File: src/rtl/sdram_sched_pkg.sv
// Shared definitions for the SDRAM transfer scheduler.
// Holds the move-type codes carried in cmd_word[3:0], the BMP sector layout
// constants used to derive the SD-card read address, and the scheduler
// state encoding.
package sdram_sched_pkg;

  localparam logic [3:0] MT_NONE     = 4'd0;
  localparam logic [3:0] MT_CAM2SDR  = 4'd1;
  localparam logic [3:0] MT_SD2SDR   = 4'd2;
  localparam logic [3:0] MT_SDR2HDMI = 4'd3;

  localparam logic [31:0] BMP_SECTORS = 32'd1800;
  localparam logic [31:0] BMP_BASE    = 32'd8484;

  typedef enum logic [2:0] {
    S_IDLE,
    S_CHECK,
    S_LAUNCH,
    S_WAIT,
    S_DONE
  } sched_state_e;

  // Card indices are 1-based; the caller guarantees card != 0.
  function automatic logic [31:0] bmp_read_addr(input logic [9:0] card);
    return ({22'd0, card} - 32'd1) * BMP_SECTORS + BMP_BASE;
  endfunction

endpackage

File: src/rtl/sched_cmd_fifo.sv
// Synchronous show-ahead command FIFO for the transfer scheduler.
// Ports:
//   udp_rx_clk, reset : clock and synchronous active-high reset
//   push, wdata       : write request (ignored while full) and data
//   pop               : read request (ignored while empty)
//   rdata             : head entry, valid whenever !empty
//   full, empty       : occupancy flags, registered
module sched_cmd_fifo #(
  parameter int unsigned DEPTH = 4,
  parameter int unsigned WIDTH = 32
) (
  input  logic             udp_rx_clk,
  input  logic             reset,
  input  logic             push,
  input  logic [WIDTH-1:0] wdata,
  input  logic             pop,
  output logic [WIDTH-1:0] rdata,
  output logic             full,
  output logic             empty
);

  localparam int unsigned AW = $clog2(DEPTH);

  logic [WIDTH-1:0] mem_q [DEPTH];
  logic [AW-1:0]    wr_ptr_q;
  logic [AW-1:0]    rd_ptr_q;
  logic [AW:0]      count_q;
  logic             do_push;
  logic             do_pop;

  assign full    = (count_q == (AW + 1)'(DEPTH));
  assign empty   = (count_q == '0);
  assign do_push = push && !full;
  assign do_pop  = pop && !empty;
  assign rdata   = mem_q[rd_ptr_q];

  // DEPTH is a power of two, so the pointers wrap naturally.
  always_ff @(posedge udp_rx_clk) begin
    if (reset) begin
      wr_ptr_q <= '0;
      rd_ptr_q <= '0;
      count_q  <= '0;
    end else begin
      if (do_push) wr_ptr_q <= wr_ptr_q + AW'(1);
      if (do_pop)  rd_ptr_q <= rd_ptr_q + AW'(1);
      if (do_push && !do_pop)      count_q <= count_q + (AW + 1)'(1);
      else if (!do_push && do_pop) count_q <= count_q - (AW + 1)'(1);
    end
  end

  always_ff @(posedge udp_rx_clk) begin
    if (do_push) mem_q[wr_ptr_q] <= wdata;
  end

endmodule

File: src/rtl/sdram_xfer_sched.sv
// Transfer scheduler between the UDP command decoder and the SDRAM channel
// multiplexer. Queues 32-bit command words and launches one transfer at a
// time, holding the channel selects, bank index and SD-card address until
// the matching (synchronised) finish edge arrives.
// Ports:
//   udp_rx_clk, reset          : clock, synchronous active-high reset
//   cmd_valid, cmd_word        : command input; cmd_ready = queue not full
//   read_finish, write_finish  : completion levels from another clock domain
//   read_ch, write_ch          : channel selects of the active transfer
//   sdram_index                : SDRAM bank of the active transfer
//   sd_card_bmp_read_addr      : SD-card sector address (type 2 only)
//   xfer_start/done/err        : one-cycle strobes
//   busy                       : state machine not idle
// Optional feature: define XFER_TIMEOUT_EN to abort a transfer after
// TIMEOUT_CYC cycles in WAIT (xfer_err instead of xfer_done).
module sdram_xfer_sched
  import sdram_sched_pkg::*;
#(
  parameter int unsigned FIFO_DEPTH  = 4,
  parameter logic [23:0] TIMEOUT_CYC = 24'd12_500_000
) (
  input  logic        udp_rx_clk,
  input  logic        reset,
  input  logic        cmd_valid,
  input  logic [31:0] cmd_word,
  output logic        cmd_ready,
  input  logic        read_finish,
  input  logic        write_finish,
  output logic [1:0]  read_ch,
  output logic [1:0]  write_ch,
  output logic [1:0]  sdram_index,
  output logic [31:0] sd_card_bmp_read_addr,
  output logic        xfer_start,
  output logic        xfer_done,
  output logic        xfer_err,
  output logic        busy
);

  logic         fifo_full;
  logic         fifo_empty;
  logic         fifo_pop;
  logic [31:0]  fifo_head;
  sched_state_e state_q;
  logic [15:0]  cmd_q;
  logic         expect_wr_q;
  logic [1:0]   rd_sync_q;
  logic [1:0]   wr_sync_q;
  logic         rd_prev_q;
  logic         wr_prev_q;
  logic         finish_rise;
  logic [3:0]   cmd_type;
  logic [9:0]   cmd_card;
  logic         cmd_legal;
  logic         unused_head_hi;

  assign cmd_ready      = !fifo_full;
  assign fifo_pop       = (state_q == S_IDLE) && !fifo_empty;
  assign busy           = (state_q != S_IDLE);
  assign unused_head_hi = ^fifo_head[31:16];

  assign cmd_type  = cmd_q[3:0];
  assign cmd_card  = cmd_q[15:6];
  assign cmd_legal = (cmd_type == MT_CAM2SDR) || (cmd_type == MT_SDR2HDMI) ||
                     ((cmd_type == MT_SD2SDR) && (cmd_card != 10'd0));

  // Only the finish belonging to the launched transfer can complete it.
  assign finish_rise = expect_wr_q ? (wr_sync_q[1] && !wr_prev_q)
                                   : (rd_sync_q[1] && !rd_prev_q);

  sched_cmd_fifo #(
    .DEPTH (FIFO_DEPTH),
    .WIDTH (32)
  ) u_cmd_fifo (
    .udp_rx_clk (udp_rx_clk),
    .reset      (reset),
    .push       (cmd_valid),
    .wdata      (cmd_word),
    .pop        (fifo_pop),
    .rdata      (fifo_head),
    .full       (fifo_full),
    .empty      (fifo_empty)
  );

  always_ff @(posedge udp_rx_clk) begin
    if (reset) begin
      rd_sync_q <= '0;
      wr_sync_q <= '0;
      rd_prev_q <= 1'b0;
      wr_prev_q <= 1'b0;
    end else begin
      rd_sync_q <= {rd_sync_q[0], read_finish};
      wr_sync_q <= {wr_sync_q[0], write_finish};
      rd_prev_q <= rd_sync_q[1];
      wr_prev_q <= wr_sync_q[1];
    end
  end

`ifdef XFER_TIMEOUT_EN
  logic [23:0] tmo_cnt_q;
`else
  logic unused_timeout;
  assign unused_timeout = ^TIMEOUT_CYC;
`endif

  always_ff @(posedge udp_rx_clk) begin
    if (reset) begin
      state_q               <= S_IDLE;
      cmd_q                 <= '0;
      expect_wr_q           <= 1'b0;
      read_ch               <= 2'd0;
      write_ch              <= 2'd0;
      sdram_index           <= 2'd0;
      sd_card_bmp_read_addr <= 32'd0;
      xfer_start            <= 1'b0;
      xfer_done             <= 1'b0;
      xfer_err              <= 1'b0;
`ifdef XFER_TIMEOUT_EN
      tmo_cnt_q             <= '0;
`endif
    end else begin
      xfer_start <= 1'b0;
      xfer_done  <= 1'b0;
      xfer_err   <= 1'b0;
      case (state_q)
        S_IDLE: begin
          if (!fifo_empty) begin
            cmd_q   <= fifo_head[15:0];
            state_q <= S_CHECK;
          end
        end
        S_CHECK: begin
          if (cmd_type == MT_NONE) begin
            state_q <= S_IDLE;
          end else if (cmd_legal) begin
            state_q <= S_LAUNCH;
          end else begin
            xfer_err <= 1'b1;
            state_q  <= S_IDLE;
          end
        end
        S_LAUNCH: begin
          sdram_index <= cmd_q[5:4];
          case (cmd_type)
            MT_CAM2SDR: begin
              write_ch              <= 2'd1;
              read_ch               <= 2'd0;
              expect_wr_q           <= 1'b1;
              sd_card_bmp_read_addr <= 32'd0;
            end
            MT_SD2SDR: begin
              write_ch              <= 2'd2;
              read_ch               <= 2'd0;
              expect_wr_q           <= 1'b1;
              sd_card_bmp_read_addr <= bmp_read_addr(cmd_card);
            end
            default: begin
              write_ch              <= 2'd0;
              read_ch               <= 2'd1;
              expect_wr_q           <= 1'b0;
              sd_card_bmp_read_addr <= 32'd0;
            end
          endcase
          xfer_start <= 1'b1;
`ifdef XFER_TIMEOUT_EN
          tmo_cnt_q  <= '0;
`endif
          state_q    <= S_WAIT;
        end
        S_WAIT: begin
          // The done strobe is raised on entry so it coincides with DONE.
          if (finish_rise) begin
            xfer_done <= 1'b1;
            state_q   <= S_DONE;
          end
`ifdef XFER_TIMEOUT_EN
          else if (tmo_cnt_q == TIMEOUT_CYC - 24'd1) begin
            xfer_err <= 1'b1;
            state_q  <= S_DONE;
          end else begin
            tmo_cnt_q <= tmo_cnt_q + 24'd1;
          end
`endif
        end
        S_DONE: begin
          read_ch               <= 2'd0;
          write_ch              <= 2'd0;
          sd_card_bmp_read_addr <= 32'd0;
          state_q               <= S_IDLE;
        end
        default: state_q <= S_IDLE;
      endcase
    end
  end

endmodule

File: config.mk
export PLATFORM = sky130hd
export DESIGN_NAME = sdram_xfer_sched
export DESIGN_NICKNAME = d
export VERILOG_FILES = /design/src/rtl/sdram_sched_pkg.sv /design/src/rtl/sched_cmd_fifo.sv /design/src/rtl/sdram_xfer_sched.sv
export SDC_FILE = /design/constraint.sdc
export NUM_CORES = 1
export LEC_CHECK = 0
export ABC_AREA = 1
export CORE_AREA = 2 2 185 187
export CTS_CLUSTER_DIAMETER = 50
export DETAILED_ROUTE_END_ITERATION = 10
export DIE_AREA = 0 0 187 189
export PLACE_DENSITY = 0.48
export SLEW_MARGIN = 20
export SYNTH_ARGS = -nofsm -noshare
export SYNTH_HDL_FRONTEND = slang
export SYNTH_HIERARCHICAL = 1
export SYNTH_SLANG_ARGS = --single-unit
File: constraint.sdc
create_clock -name udp_rx_clk -period 6.6 [get_ports udp_rx_clk]
set_input_delay 0.99 -clock udp_rx_clk [delete_from_list [all_inputs] [get_ports udp_rx_clk]]
set_output_delay 0.99 -clock udp_rx_clk [all_outputs]
set_load 0.02 [all_outputs]
==> impl_table.tex, run 1 <==
\begin{tabular}{lr}
\hline
Metric & Value \\
\hline
\multicolumn{2}{l}{\textbf{Clock tree}} \\
\quad Root buffer selected by CTS & sky130\_fd\_sc\_hd\_\_clkbuf\_16 \\
\quad Number of H-tree levels & 4 \\
\quad Clock tree from TritonCTS & yes \\
\quad Number of CTS-inserted buffers & 17 \\
\quad Worst-Skew Late Latency & roughly 0.43 ns \\
\quad Number of hold buffers added after CTS & 0 \\
\quad Number of buffers inserted by post-CTS setup repair & 0 \\
\quad Clock sink count & 137 \\
\quad Max clock buf depth & 2 \\
\quad Cells resized by post-CTS repair & 0 \\
\quad Clk pin slew, worst setup/hold paths & 0.07 ns \\
\multicolumn{2}{l}{\textbf{GRT}} \\
\quad Met3 Resource Use GR & 0.0247 \\
\quad Global route overflow & 0 \\
\quad Met1 capacity usage during global routing & 0.123 \\
\quad Number of antenna violations at the first check in global routing & 0 \\
\quad Global Route Usage Sum & 0.0967 \\
\quad Global-route wire length before repair & 27300 um \\
\quad Layer with the highest usage after global routing & met2 \\
\quad Pin count of the biggest net entering global routing & 50 \\
\quad GR met2 Demand/Resource & 0.163 \\
\quad Via count of the first global-routing pass & 5411 \\
\multicolumn{2}{l}{\textbf{STA}} \\
\quad Setup Total Neg Slack & 0 ns \\
\quad Max-slew violation count & 0 \\
\quad Worst clock skew & 0.0102 ns \\
\quad \# setup viols final & 0 \\
\quad Maximum operating frequency & 184 MHz \\
\quad Period Utilization, post-route & 0.825 \\
\quad Final Hold Fails & 0 \\
\quad Slew at the pin closest to its max-slew limit & about 0.97 ns \\
\quad Time the final worst path needs with I/O delays and setup & 5.44 ns \\
\quad Unrepaired setup endpoints after global routing & no \\
\quad Max-slew headroom at the worst pin & 0.353 \\
\multicolumn{2}{l}{\textbf{Floorplanning}} \\
\quad Vertical extent of the die & between 150 and 200 um \\
\quad Number of standard-cell rows in the floorplan & 67 \\
\quad Core Region & 33300 um2 \\
\quad Horizontal extent of the die & 187 um \\
\quad Number of ports placed on the die boundary & 80 \\
\quad Die Outline Area & 35300 um2 \\
\quad Starting utilization of the core area & 0.228 \\
\multicolumn{2}{l}{\textbf{Detailed routing}} \\
\quad Drt total wl & 16400 um \\
\quad Routed wirelength normalized by instance count & 11.7 um \\
\quad First-pass iteration count of the detailed router & 5 \\
\quad Via count normalized by instance count & 4.04 \\
\quad DRC errors left & 0 \\
\quad Final ANT Viol Nets & 0 \\
\quad Drt initial violations & 277 \\
\quad DR vias & 5640 \\
\multicolumn{2}{l}{\textbf{Hold path}} \\
\quad Worst min-delay path category & reg2reg \\
\multicolumn{2}{l}{\textbf{Finish}} \\
\quad Synthesis-to-finish area growth & 20.7\% \\
\quad Count of filler cells inserted in the layout & about 3600 \\
\quad Number of nets at the end of the flow & 1038 \\
\quad Antenna diode instance count & 0 \\
\quad Share of final-layout standard cells stronger than drive strength 1 & 0.103 \\
\multicolumn{2}{l}{\textbf{Synth}} \\
\quad Number of warning messages in the yosys log & 6 \\
\quad Post-Synthesis Cells & 881 \\
\quad Netlist Area Pre-Place & 7580 um2 \\
\quad Synthesized area per cell & 8.61 um2 \\
\multicolumn{2}{l}{\textbf{Setup path}} \\
\quad Most Frequent Cell on Critical Path & sky130\_fd\_sc\_hd\_\_nand2\_1 \\
\quad Kind of start point of the critical path & register \\
\quad Type of element capturing the critical path & register \\
\quad Maximum fanout along the worst path & 5 \\
\quad Required arrival time at the worst endpoint & 6.86 ns \\
\quad Delay of the slowest critical-path stage & 0.51 ns \\
\quad Arrival time of data at the critical path endpoint & 5.71 ns \\
\quad Max stage delay cell, worst path & sky130\_fd\_sc\_hd\_\_xor2\_1 \\
\quad Critical path start-end classification & reg2reg \\
\multicolumn{2}{l}{\textbf{Placement}} \\
\quad DP Wirelength & 12100 um \\
\quad Routability-driven placement congestion ratio & between 0.7 and 0.8 \\
\quad Number of port buffers & 60 \\
\multicolumn{2}{l}{\textbf{Status}} \\
\quad Run status & completed \\
\multicolumn{2}{l}{\textbf{Flow run}} \\
\quad Number of violations of the max-capacitance limit & 0 \\
\hline
\end{tabular}
[sequential cells by signal, summed over array words and instances (netlist names), 2 cells and up, named ones only]
register / flops
state_q: 3
sdram_index: 2
cmd_q: 16
u_cmd_fifo/wr_ptr_q: 2
sd_card_bmp_read_addr: 30
wr_sync_q: 2
rd_sync_q: 2
write_ch: 2
u_cmd_fifo/count_q: 3
u_cmd_fifo/mem_q: 64
u_cmd_fifo/rd_ptr_q: 2
[stage by stage]
step                hold WS [ns]  setup WS, ns  area (um2)  std cells   util
floorplan                  0.388          1.83        7590        883      -
global placement           0.397          1.05        8570       1363  0.258
detailed placement         0.397         0.978        8570       1363  0.258
CTS                        0.406         0.961        9160       1395  0.275
global route               0.426         0.562        9160       1395  0.275
finish                     0.403          1.16        9160       1395  0.275
[worst max-delay path: cells and delay by family (launching register included)]
| kind | cells | cell delay [ns] |
|---|---|---|
| adders and majority gates | 6 | 1.95 |
| xor gates and xnor gates | 2 | 0.67 |
| DFF | 1 | 0.45 |
| and+or+nand+nor | 12 | 1.38 |
| buffers and inverters | 3 | 0.27 |
| AOI/OAI and AO/OA | 3 | 0.54 |
[area by class of cell]
cell class / count / area (um2) / area share
Timing Repair Buffer: 62 / 611 / 0.0667
Clock buffer: 17 / 425 / 0.0465
Inverter: 131 / 499 / 0.0545
Multi-Input combinational cell: 585 / 3520 / 0.384
Clock inverter: 15 / 159 / 0.0174
Tap cell: 448 / 561 / 0.0612
Sequential cell: 137 / 3380 / 0.369
[layer usage]
layer,share of wire,vias up
met4,0.0040,0
met3,0.035,6
li1,-,2975
met5,0,-
met1,0.48,2581
met2,0.48,78
[path summary, 6_finish.rpt]
| check | slack [ns] | endpoint | start | cells past startpoint |
|---|---|---|---|---|
| max | 1.16 | sd_card_bmp_read_addr[29] | cmd_q[8] | 26 |
| min reg2reg | 0.40 | rd_sync_q[1] | rd_sync_q[0] | 2 |
| max reg2reg | 1.16 | sd_card_bmp_read_addr[29] | cmd_q[8] | 26 |
| min | 0.40 | rd_sync_q[1] | rd_sync_q[0] | 2 |
[placed cells by master (no fill, tap or decap), types with 2 or more instances in the layout]
master and instances:
sky130_fd_sc_hd__nand3_2 6, sky130_fd_sc_hd__o21ai_0 45, sky130_fd_sc_hd__inv_8 4, sky130_fd_sc_hd__dfxtp_1 73, sky130_fd_sc_hd__edfxtp_1 64, sky130_fd_sc_hd__nand4_1 4
sky130_fd_sc_hd__fa_1 16, sky130_fd_sc_hd__clkinv_8 3, sky130_fd_sc_hd__inv_6 5, sky130_fd_sc_hd__nand3b_1 3, sky130_fd_sc_hd__nand2_1 154, sky130_fd_sc_hd__clkinvlp_4 2
sky130_fd_sc_hd__clkinv_4 2, sky130_fd_sc_hd__nand3_1 45, sky130_fd_sc_hd__buf_4 2, sky130_fd_sc_hd__nor2_2 11, sky130_fd_sc_hd__conb_1 3, sky130_fd_sc_hd__a21oi_2 4
sky130_fd_sc_hd__clkbuf_16 17, sky130_fd_sc_hd__nor3_1 8, sky130_fd_sc_hd__nand2_2 20, sky130_fd_sc_hd__xnor2_1 2, sky130_fd_sc_hd__xor2_1 13, sky130_fd_sc_hd__o21ai_1 16
sky130_fd_sc_hd__inv_1 119, sky130_fd_sc_hd__o22ai_1 16, sky130_fd_sc_hd__a21oi_1 59, sky130_fd_sc_hd__nor2_1 89, sky130_fd_sc_hd__ha_1 51, sky130_fd_sc_hd__nor2_4 5
sky130_fd_sc_hd__clkdlybuf4s50_1 59, sky130_fd_sc_hd__inv_2 10
Power of run 1 is left out: the tool's default activity adds up to more than one toggle a clock period on the data nets, which glitch-free logic cannot reach.
==> run 2: changes to the inputs <==
- PLACE_DENSITY: 0.48 -> 0.5
- clock period: 6.6 -> 4.5 ns (I/O delays scaled with it)
==> run 2 against run 1 <==
  * The flow now finishes with violations (setup timing)
  * Maximum frequency up 20%
  * Clock skew down 0.0016 ns
  * Highest routed layer unchanged
  * Routed wire length up 5.0%
  * Critical path type unchanged
  * Via count up 5.5%
  * Register-to-register slack worse by 1.2 ns
  * Cell area up 13%
  * Global-route usage up 0.24 points
  * Utilization up 3.6 points
  * Critical path depth up 2
==> impl_table.tex, run 2 (synthesis gave the netlist of run 1 again) <==
\begin{tabular}{lr}
\hline
Metric & Value \\
\hline
\multicolumn{2}{l}{\textbf{STA}} \\
\quad Slew at the pin closest to its max-slew limit & 0.983 ns (was 0.970 ns) \\
\quad Max-slew headroom at the worst pin & 0.341 (was 0.353) \\
\quad Time the final worst path needs with I/O delays and setup & 4.52 ns (was 5.44 ns) \\
\quad Final Hold Fails & 0 (unchanged) \\
\quad Min setup slack post-route & -0.0204 ns (was 1.16 ns) \\
\quad Period Utilization, post-route & 1.00 (was 0.825) \\
\quad Maximum operating frequency & 221 MHz (was 184 MHz) \\
\quad Unrepaired setup endpoints after global routing & yes (was no) \\
\quad Max-slew violation count & 0 (unchanged) \\
\quad \# setup viols final & 1 (was 0) \\
\quad Worst clock skew & 0.00866 ns (was 0.0102 ns) \\
\multicolumn{2}{l}{\textbf{Finish}} \\
\quad Top flop regs & u\_cmd\_fifo/mem\_q x64, sd\_card\_bmp\_read\_addr x30, cmd\_q x16 (unchanged) \\
\quad Number of nets at the end of the flow & 1110 (was 1038) \\
\quad Share of final-layout standard cells stronger than drive strength 1 & 0.257 (was 0.103) \\
\quad Most frequent cells in the layout & sky130\_fd\_sc\_hd\_\_nand2\_1 (130), sky130\_fd\_sc\_hd\_\_inv\_1 (113), sky130\_fd\_sc\_hd\_\_nor2\_1 (76), sky130\_fd\_sc\_hd\_\_buf\_4 (73), sky130\_fd\_sc\_hd\_\_dfxtp\_1 (71) (was sky130\_fd\_sc\_hd\_\_nand2\_1 (154), sky130\_fd\_sc\_hd\_\_inv\_1 (119), sky130\_fd\_sc\_hd\_\_nor2\_1 (89), sky130\_fd\_sc\_hd\_\_dfxtp\_1 (73), sky130\_fd\_sc\_hd\_\_edfxtp\_1 (64)) \\
\quad Register bank with the most flops & u\_cmd\_fifo/mem\_q (unchanged) \\
\quad Most frequent standard cell in the layout excluding fill and tap cells & sky130\_fd\_sc\_hd\_\_nand2\_1 (unchanged) \\
\quad Synthesis-to-finish area growth & 36.5\% (was 20.7\%) \\
\quad Flip-flop count of the largest register after layout & 64 (unchanged) \\
\quad Antenna diode instance count & 0 (unchanged) \\
\quad Count of non-filler cells in the finished layout & 1467 (was 1395) \\
\multicolumn{2}{l}{\textbf{GRT}} \\
\quad Global Route Usage Sum & 0.0991 (was 0.0967) \\
\quad Global route overflow & 0 (unchanged) \\
\quad Via count of the first global-routing pass & 5663 (was 5411) \\
\quad Number of antenna violations at the first check in global routing & 0 (unchanged) \\
\quad Global-route wire length before repair & 28100 um (was 27300 um) \\
\quad Met3 Resource Use GR & 0.0224 (was 0.0247) \\
\quad GR met2 Demand/Resource & 0.169 (was 0.163) \\
\quad Layer with the highest usage after global routing & met2 (unchanged) \\
\quad Pin count of the biggest net entering global routing & 50 (unchanged) \\
\quad Met1 capacity usage during global routing & 0.124 (was 0.123) \\
\multicolumn{2}{l}{\textbf{Floorplanning}} \\
\quad Die Outline Area & 35300 um2 (unchanged) \\
\quad Core Region & 33300 um2 (unchanged) \\
\quad Starting utilization of the core area & 0.228 (unchanged) \\
\quad Number of ports placed on the die boundary & 80 (unchanged) \\
\quad Vertical extent of the die & 189 um (unchanged) \\
\quad Number of standard-cell rows in the floorplan & 67 (unchanged) \\
\quad Horizontal extent of the die & 187 um (unchanged) \\
\multicolumn{2}{l}{\textbf{Clock tree}} \\
\quad Max clock buf depth & 2 (unchanged) \\
\quad Clock sink count & 137 (unchanged) \\
\quad Clk pin slew, worst setup/hold paths & 0.06 ns (was 0.07 ns) \\
\quad Number of H-tree levels & 4 (unchanged) \\
\quad Clock tree from TritonCTS & yes (unchanged) \\
\quad Number of CTS-inserted buffers & 17 (unchanged) \\
\quad Worst-Skew Late Latency & 0.43 ns (about the same) \\
\quad Root buffer selected by CTS & sky130\_fd\_sc\_hd\_\_clkbuf\_16 (unchanged) \\
\multicolumn{2}{l}{\textbf{Placement}} \\
\quad Placed insts & 1419 (was 1363) \\
\quad Number of port buffers & 60 (unchanged) \\
\quad DP Wirelength & 12400 um (was 12100 um) \\
\quad Routability-driven placement congestion ratio & 0.762 (was 0.789) \\
\multicolumn{2}{l}{\textbf{Status}} \\
\quad Run status & finished with violations (was completed) \\
\quad Violated checks & setup timing \\
\multicolumn{2}{l}{\textbf{Detailed routing}} \\
\quad First-pass iteration count of the detailed router & 6 (was 5) \\
\quad Final ANT Viol Nets & 0 (unchanged) \\
\quad Drt total wl & 17200 um (was 16400 um) \\
\quad Routed wirelength normalized by instance count & 11.7 um (about the same) \\
\quad Via count normalized by instance count & 4.06 (was 4.04) \\
\quad DR vias & 5950 (was 5640) \\
\quad DRC errors left & 0 (unchanged) \\
\quad Drt initial violations & 243 (was 277) \\
\multicolumn{2}{l}{\textbf{Setup path}} \\
\quad Kind of start point of the critical path & register (unchanged) \\
\quad Maximum fanout along the worst path & 5 (unchanged) \\
\quad Required arrival time at the worst endpoint & 4.87 ns (was 6.86 ns) \\
\quad Max stage delay cell, worst path & sky130\_fd\_sc\_hd\_\_fa\_1 (was sky130\_fd\_sc\_hd\_\_xor2\_1) \\
\quad Delay of the slowest critical-path stage & 0.56 ns (was 0.51 ns) \\
\quad Critical path start-end classification & reg2reg (unchanged) \\
\quad Type of element capturing the critical path & register (unchanged) \\
\quad Arrival time of data at the critical path endpoint & 4.89 ns (was 5.71 ns) \\
\multicolumn{2}{l}{\textbf{Hold path}} \\
\quad Worst min-delay path category & reg2reg (unchanged) \\
\multicolumn{2}{l}{\textbf{Flow run}} \\
\quad Number of violations of the max-capacitance limit & 0 (unchanged) \\
\hline
\end{tabular}
run 2: cell types whose count changed in the layout (fill, tap and decap cells not counted), sizes merged:
cell      delta
buf         +72
bufinv       +2
clkinvlp     +1
inv          -3
run 2: timing repair:
item / in CTS / in global routing
resized for setup: 41 / 69
setup buffers: 9 / 9
pin swaps: 36 / 58
setup endpoints to repair: 17 / 18
hold buffers: 0 / 0
run 2: metal layers:
layer / wire, um / vias up
met5: 0 / -
met4: 193 / 0
met3: 496 / 16
met2: 8430 / 77
met1: 8090 / 2737
li1: - / 3120
run 2: final timing paths:
kind	startpoint	end	slack, ns	depth (start not counted)
worst max-delay path	cmd_q[8]	sd_card_bmp_read_addr[22]	-0.02	28
worst min-delay path	wr_sync_q[0]	wr_sync_q[1]	0.41	2
worst max register to register	cmd_q[8]	sd_card_bmp_read_addr[22]	-0.02	28
worst min register to register	wr_sync_q[0]	wr_sync_q[1]	0.41	2
run 2: worst max-delay path, delay by kind of cell, from the launching register on:
kind | cells | cell delay (ns)
simple gates | 17 | 1.54
flops | 1 | 0.37
xor+xnor | 1 | 0.19
buf+inv | 3 | 0.21
fa+ha+maj | 6 | 2.02
compound gates | 1 | 0.14
run 2: final cells by class:
cell class	instances	area, um2
clock buffers	17	425
clock inverters	15	161
fillers	3493	22900
inverters	131	509
multi-input cells	585	4150
flip-flops and latches	137	3390
well taps	448	561
repair buffers	134	1150
run 2: stage by stage:
stage	TNS (ns)	hold slack [ns]	utilization	cell area, um2	setup WS, ns
after floorplan	0	0.388	-	7730	0.00822
after global placement	-3.11	0.395	0.274	9130	-0.252
after detailed placement	-3.91	0.403	0.274	9130	-0.313
after CTS	0	0.412	0.299	9970	0.00178
after global routing	-2.55	0.434	0.311	10400	-0.235
final	-0.0204	0.407	0.311	10400	-0.0204
Power of run 2 is left out for the same reason.
==> run 3: changes to the inputs <==
- CORE_AREA: 2 2 185 187 -> 2 2 166 209
- DIE_AREA: 0 0 187 189 -> 0 0 168 211
==> run 3 against run 2 <==
  * The run now ends clean
  * Worst hold slack lost 0.0048 ns
  * First-iteration DRC count rose by 0.82%
  * Largest cell class unchanged
  * Routed wire length up 0.82%
==> impl_table.tex, run 3 (synthesis gave the netlist of run 1 again) <==
\begin{tabular}{lr}
\hline
Metric & Value \\
\hline
\multicolumn{2}{l}{\textbf{Clock tree}} \\
\quad Number of hold buffers added after CTS & 0 (unchanged) \\
\quad Clk pin slew, worst setup/hold paths & 0.07 ns (was 0.06 ns) \\
\quad Clock tree from TritonCTS & yes (unchanged) \\
\quad Worst-Skew Late Latency & 0.42 ns (was 0.43 ns) \\
\quad Number of H-tree levels & 4 (unchanged) \\
\quad Clock sink count & 137 (unchanged) \\
\quad Root buffer selected by CTS & sky130\_fd\_sc\_hd\_\_clkbuf\_16 (unchanged) \\
\quad Number of CTS-inserted buffers & 17 (unchanged) \\
\quad Max clock buf depth & 2 (unchanged) \\
\multicolumn{2}{l}{\textbf{Setup path}} \\
\quad Required arrival time at the worst endpoint & 4.79 ns (was 4.87 ns) \\
\quad Startpoint of the worst-slack reg-to-reg timing path & cmd\_q[8] (unchanged) \\
\quad Worst reg2reg endpoint & sd\_card\_bmp\_read\_addr[29] (was sd\_card\_bmp\_read\_addr[22]) \\
\quad Type of element capturing the critical path & register (unchanged) \\
\quad Critical path start-end classification & reg2reg (unchanged) \\
\quad Kind of start point of the critical path & register (unchanged) \\
\quad Setup slack of the most critical reg-to-reg path & 0.04 ns (was -0.02 ns) \\
\quad Maximum fanout along the worst path & 6 (was 5) \\
\quad Arrival time of data at the critical path endpoint & 4.74 ns (was 4.89 ns) \\
\quad Worst Reg2Reg Path Length in Cells & 27 (was 28) \\
\multicolumn{2}{l}{\textbf{Finish}} \\
\quad Post-route design area & 10300 um2 (was 10400 um2) \\
\quad End-of-flow core utilization & 0.309 (was 0.311) \\
\quad Area of all sequential standard cells & 3390 um2 (about the same) \\
\quad Number of nets at the end of the flow & 1100 (was 1110) \\
\quad Synthesis-to-finish area growth & 35.9\% (was 36.5\%) \\
\quad Register bank with the most flops & u\_cmd\_fifo/mem\_q (unchanged) \\
\quad Total area of multi-input combinational cells & 4180 um2 (was 4150 um2) \\
\quad Count of filler cells inserted in the layout & 3464 (was 3493) \\
\quad Antenna diode instance count & 0 (unchanged) \\
\quad Flip-flop count of the largest register after layout & 64 (unchanged) \\
\quad Share of final-layout standard cells stronger than drive strength 1 & 0.249 (was 0.257) \\
\quad Top flop regs & u\_cmd\_fifo/mem\_q x64, sd\_card\_bmp\_read\_addr x30, cmd\_q x16 (unchanged) \\
\quad Most frequent standard cell in the layout excluding fill and tap cells & sky130\_fd\_sc\_hd\_\_nand2\_1 (unchanged) \\
\quad Most frequent cells in the layout & sky130\_fd\_sc\_hd\_\_nand2\_1 (127), sky130\_fd\_sc\_hd\_\_inv\_1 (114), sky130\_fd\_sc\_hd\_\_nor2\_1 (78), sky130\_fd\_sc\_hd\_\_dfxtp\_1 (70), sky130\_fd\_sc\_hd\_\_edfxtp\_1 (64) (was sky130\_fd\_sc\_hd\_\_nand2\_1 (130), sky130\_fd\_sc\_hd\_\_inv\_1 (113), sky130\_fd\_sc\_hd\_\_nor2\_1 (76), sky130\_fd\_sc\_hd\_\_buf\_4 (73), sky130\_fd\_sc\_hd\_\_dfxtp\_1 (71)) \\
\multicolumn{2}{l}{\textbf{Placement}} \\
\quad DP Wirelength & 12600 um (was 12400 um) \\
\quad Placed standard-cell area & 9070 um2 (was 9130 um2) \\
\quad Number of port buffers & 60 (unchanged) \\
\quad Routability-driven placement congestion ratio & 0.776 (was 0.762) \\
\multicolumn{2}{l}{\textbf{Detailed routing}} \\
\quad Final ANT Viol Nets & 0 (unchanged) \\
\quad Via count normalized by instance count & 4.13 (was 4.06) \\
\quad DR vias & 5919 (was 5950) \\
\quad Routed wirelength normalized by instance count & 12.1 um (was 11.7 um) \\
\quad DRC errors left & 0 (unchanged) \\
\quad Drt total wl & 17300 um (was 17200 um) \\
\quad Drt initial violations & 245 (was 243) \\
\quad First-pass iteration count of the detailed router & 6 (unchanged) \\
\multicolumn{2}{l}{\textbf{Hold path}} \\
\quad Hold Path Sink & rd\_sync\_q[1] (was wr\_sync\_q[1]) \\
\quad Worst min-delay path category & reg2reg (unchanged) \\
\quad Start point of the worst hold path & rd\_sync\_q[0] (was wr\_sync\_q[0]) \\
\quad Depth of the worst hold-timing path & 2 (unchanged) \\
\multicolumn{2}{l}{\textbf{STA}} \\
\quad Max-slew headroom at the worst pin & 0.326 (was 0.341) \\
\quad Period Utilization, post-route & 0.990 (was 1.00) \\
\quad Worst clock skew & 0.0104 ns (was 0.00866 ns) \\
\quad Max-slew violation count & 0 (unchanged) \\
\quad Final Hold Fails & 0 (unchanged) \\
\quad Slew at the pin closest to its max-slew limit & 1.00 ns (was 0.983 ns) \\
\quad Unrepaired setup endpoints after global routing & yes (unchanged) \\
\quad Time the final worst path needs with I/O delays and setup & 4.46 ns (was 4.52 ns) \\
\quad Maximum operating frequency & 224 MHz (was 221 MHz) \\
\quad Tightest hold margin & 0.403 ns (was 0.407 ns) \\
\quad \# setup viols final & 0 (was 1) \\
\multicolumn{2}{l}{\textbf{Floorplanning}} \\
\quad Core Region & 33300 um2 (about the same) \\
\quad Number of standard-cell rows in the floorplan & 75 (was 67) \\
\quad Horizontal extent of the die & 168 um (was 187 um) \\
\quad Vertical extent of the die & 211 um (was 189 um) \\
\quad Die Outline Area & 35400 um2 (was 35300 um2) \\
\quad Number of ports placed on the die boundary & 80 (unchanged) \\
\quad Starting utilization of the core area & 0.228 (about the same) \\
\multicolumn{2}{l}{\textbf{GRT}} \\
\quad Via count of the first global-routing pass & 5940 (was 5663) \\
\quad Global-route wire length before repair & 28700 um (was 28100 um) \\
\quad Pin count of the biggest net entering global routing & 50 (unchanged) \\
\quad Global Route Usage Sum & 0.101 (was 0.0991) \\
\quad Global route overflow & 0 (unchanged) \\
\quad Number of antenna violations at the first check in global routing & 0 (unchanged) \\
\multicolumn{2}{l}{\textbf{Flow run}} \\
\quad Number of violations of the max-capacitance limit & 0 (unchanged) \\
\multicolumn{2}{l}{\textbf{Status}} \\
\quad Run status & completed (was finished with violations) \\
\hline
\end{tabular}
## run 3: cell count changes in the layout (fill, tap and decap cells not counted), sizes merged
cell / previous run / this run
buf: 75 / 65
clkinvlp: 3 / 0
inv: 135 / 138
bufinv: 2 / 0
clkinv: 6 / 8
## run 3: layout make-up
class | count | area share
multi-input combinational | 585 | 0.405
sequential | 137 | 0.329
timing repair buffer | 124 | 0.105
tap | 423 | 0.0514
inverter | 131 | 0.0497
clock buffer | 17 | 0.0413
clock inverter | 15 | 0.0178
## run 3: worst max path at each step
stage | to | slack, ns | depth (start not counted) | from
floorplan | sd_card_bmp_read_addr[29] | 0.008 | 29 | cmd_q[7]
finish | sd_card_bmp_read_addr[29] | 0.04 | 27 | cmd_q[8]
global route | sd_card_bmp_read_addr[29] | -0.23 | 27 | cmd_q[7]
global placement | sd_card_bmp_read_addr[29] | -0.25 | 29 | cmd_q[7]
CTS | sd_card_bmp_read_addr[29] | 0.007 | 29 | cmd_q[8]
detailed placement | sd_card_bmp_read_addr[31] | -0.32 | 27 | cmd_q[7]
## run 3: per-stage QoR
step	setup TNS, ns	worst slack (ns)	cells
6_report	0	0.0435	1432
3_5_place_dp	-4.09	-0.317	1390
5_1_grt	-2.49	-0.229	1432
4_1_cts	0	0.00738	1427
2_1_floorplan	0	0.00822	883
3_3_place_gp	-3.18	-0.248	1390
## run 3: routing by layer
| layer | GRT usage | wire length (um) | vias up | share of wire |
|---|---|---|---|---|
| met5 | 0 | 0 | - | 0 |
| met4 | 0.0309 | 230 | 0 | 0.013 |
| met3 | 0.0208 | 437 | 15 | 0.025 |
| met2 | 0.191 | 9150 | 70 | 0.53 |
| met1 | 0.114 | 7530 | 2732 | 0.43 |
| li1 | - | - | 3102 | - |
## run 3: critical path, stage by stage, from the launching register on
cell,delay (ns)
sky130_fd_sc_hd__dfxtp_4,0.36
sky130_fd_sc_hd__inv_4,0.04
sky130_fd_sc_hd__ha_4,0.15
sky130_fd_sc_hd__nand2_4,0.06
sky130_fd_sc_hd__nand2_4,0.06
sky130_fd_sc_hd__nor3_4,0.12
sky130_fd_sc_hd__nand2_1,0.09
sky130_fd_sc_hd__nor2_2,0.13
sky130_fd_sc_hd__xor2_1,0.22
sky130_fd_sc_hd__inv_2,0.08
sky130_fd_sc_hd__fa_1,0.56
sky130_fd_sc_hd__ha_4,0.22
sky130_fd_sc_hd__fa_1,0.54
sky130_fd_sc_hd__ha_4,0.21
sky130_fd_sc_hd__ha_4,0.34
sky130_fd_sc_hd__nand2_4,0.09
sky130_fd_sc_hd__nor2_4,0.11
sky130_fd_sc_hd__nand3_2,0.09
sky130_fd_sc_hd__nand3_2,0.11
sky130_fd_sc_hd__nand2_4,0.09
sky130_fd_sc_hd__nor2_4,0.10
sky130_fd_sc_hd__nand2_4,0.07
sky130_fd_sc_hd__nor2_8,0.17
sky130_fd_sc_hd__nand2_2,0.07
sky130_fd_sc_hd__inv_1,0.05
sky130_fd_sc_hd__nand2_1,0.07
sky130_fd_sc_hd__nand2_2,0.07
sky130_fd_sc_hd__a21oi_2,0.05
## run 3: timing repair
action                     4_1_cts  5_1_grt
setup endpoints to repair       16       18
pin swaps                       38       26
resized for setup               44       72
setup buffers                    5        5
Power of run 3 is left out for the same reason.
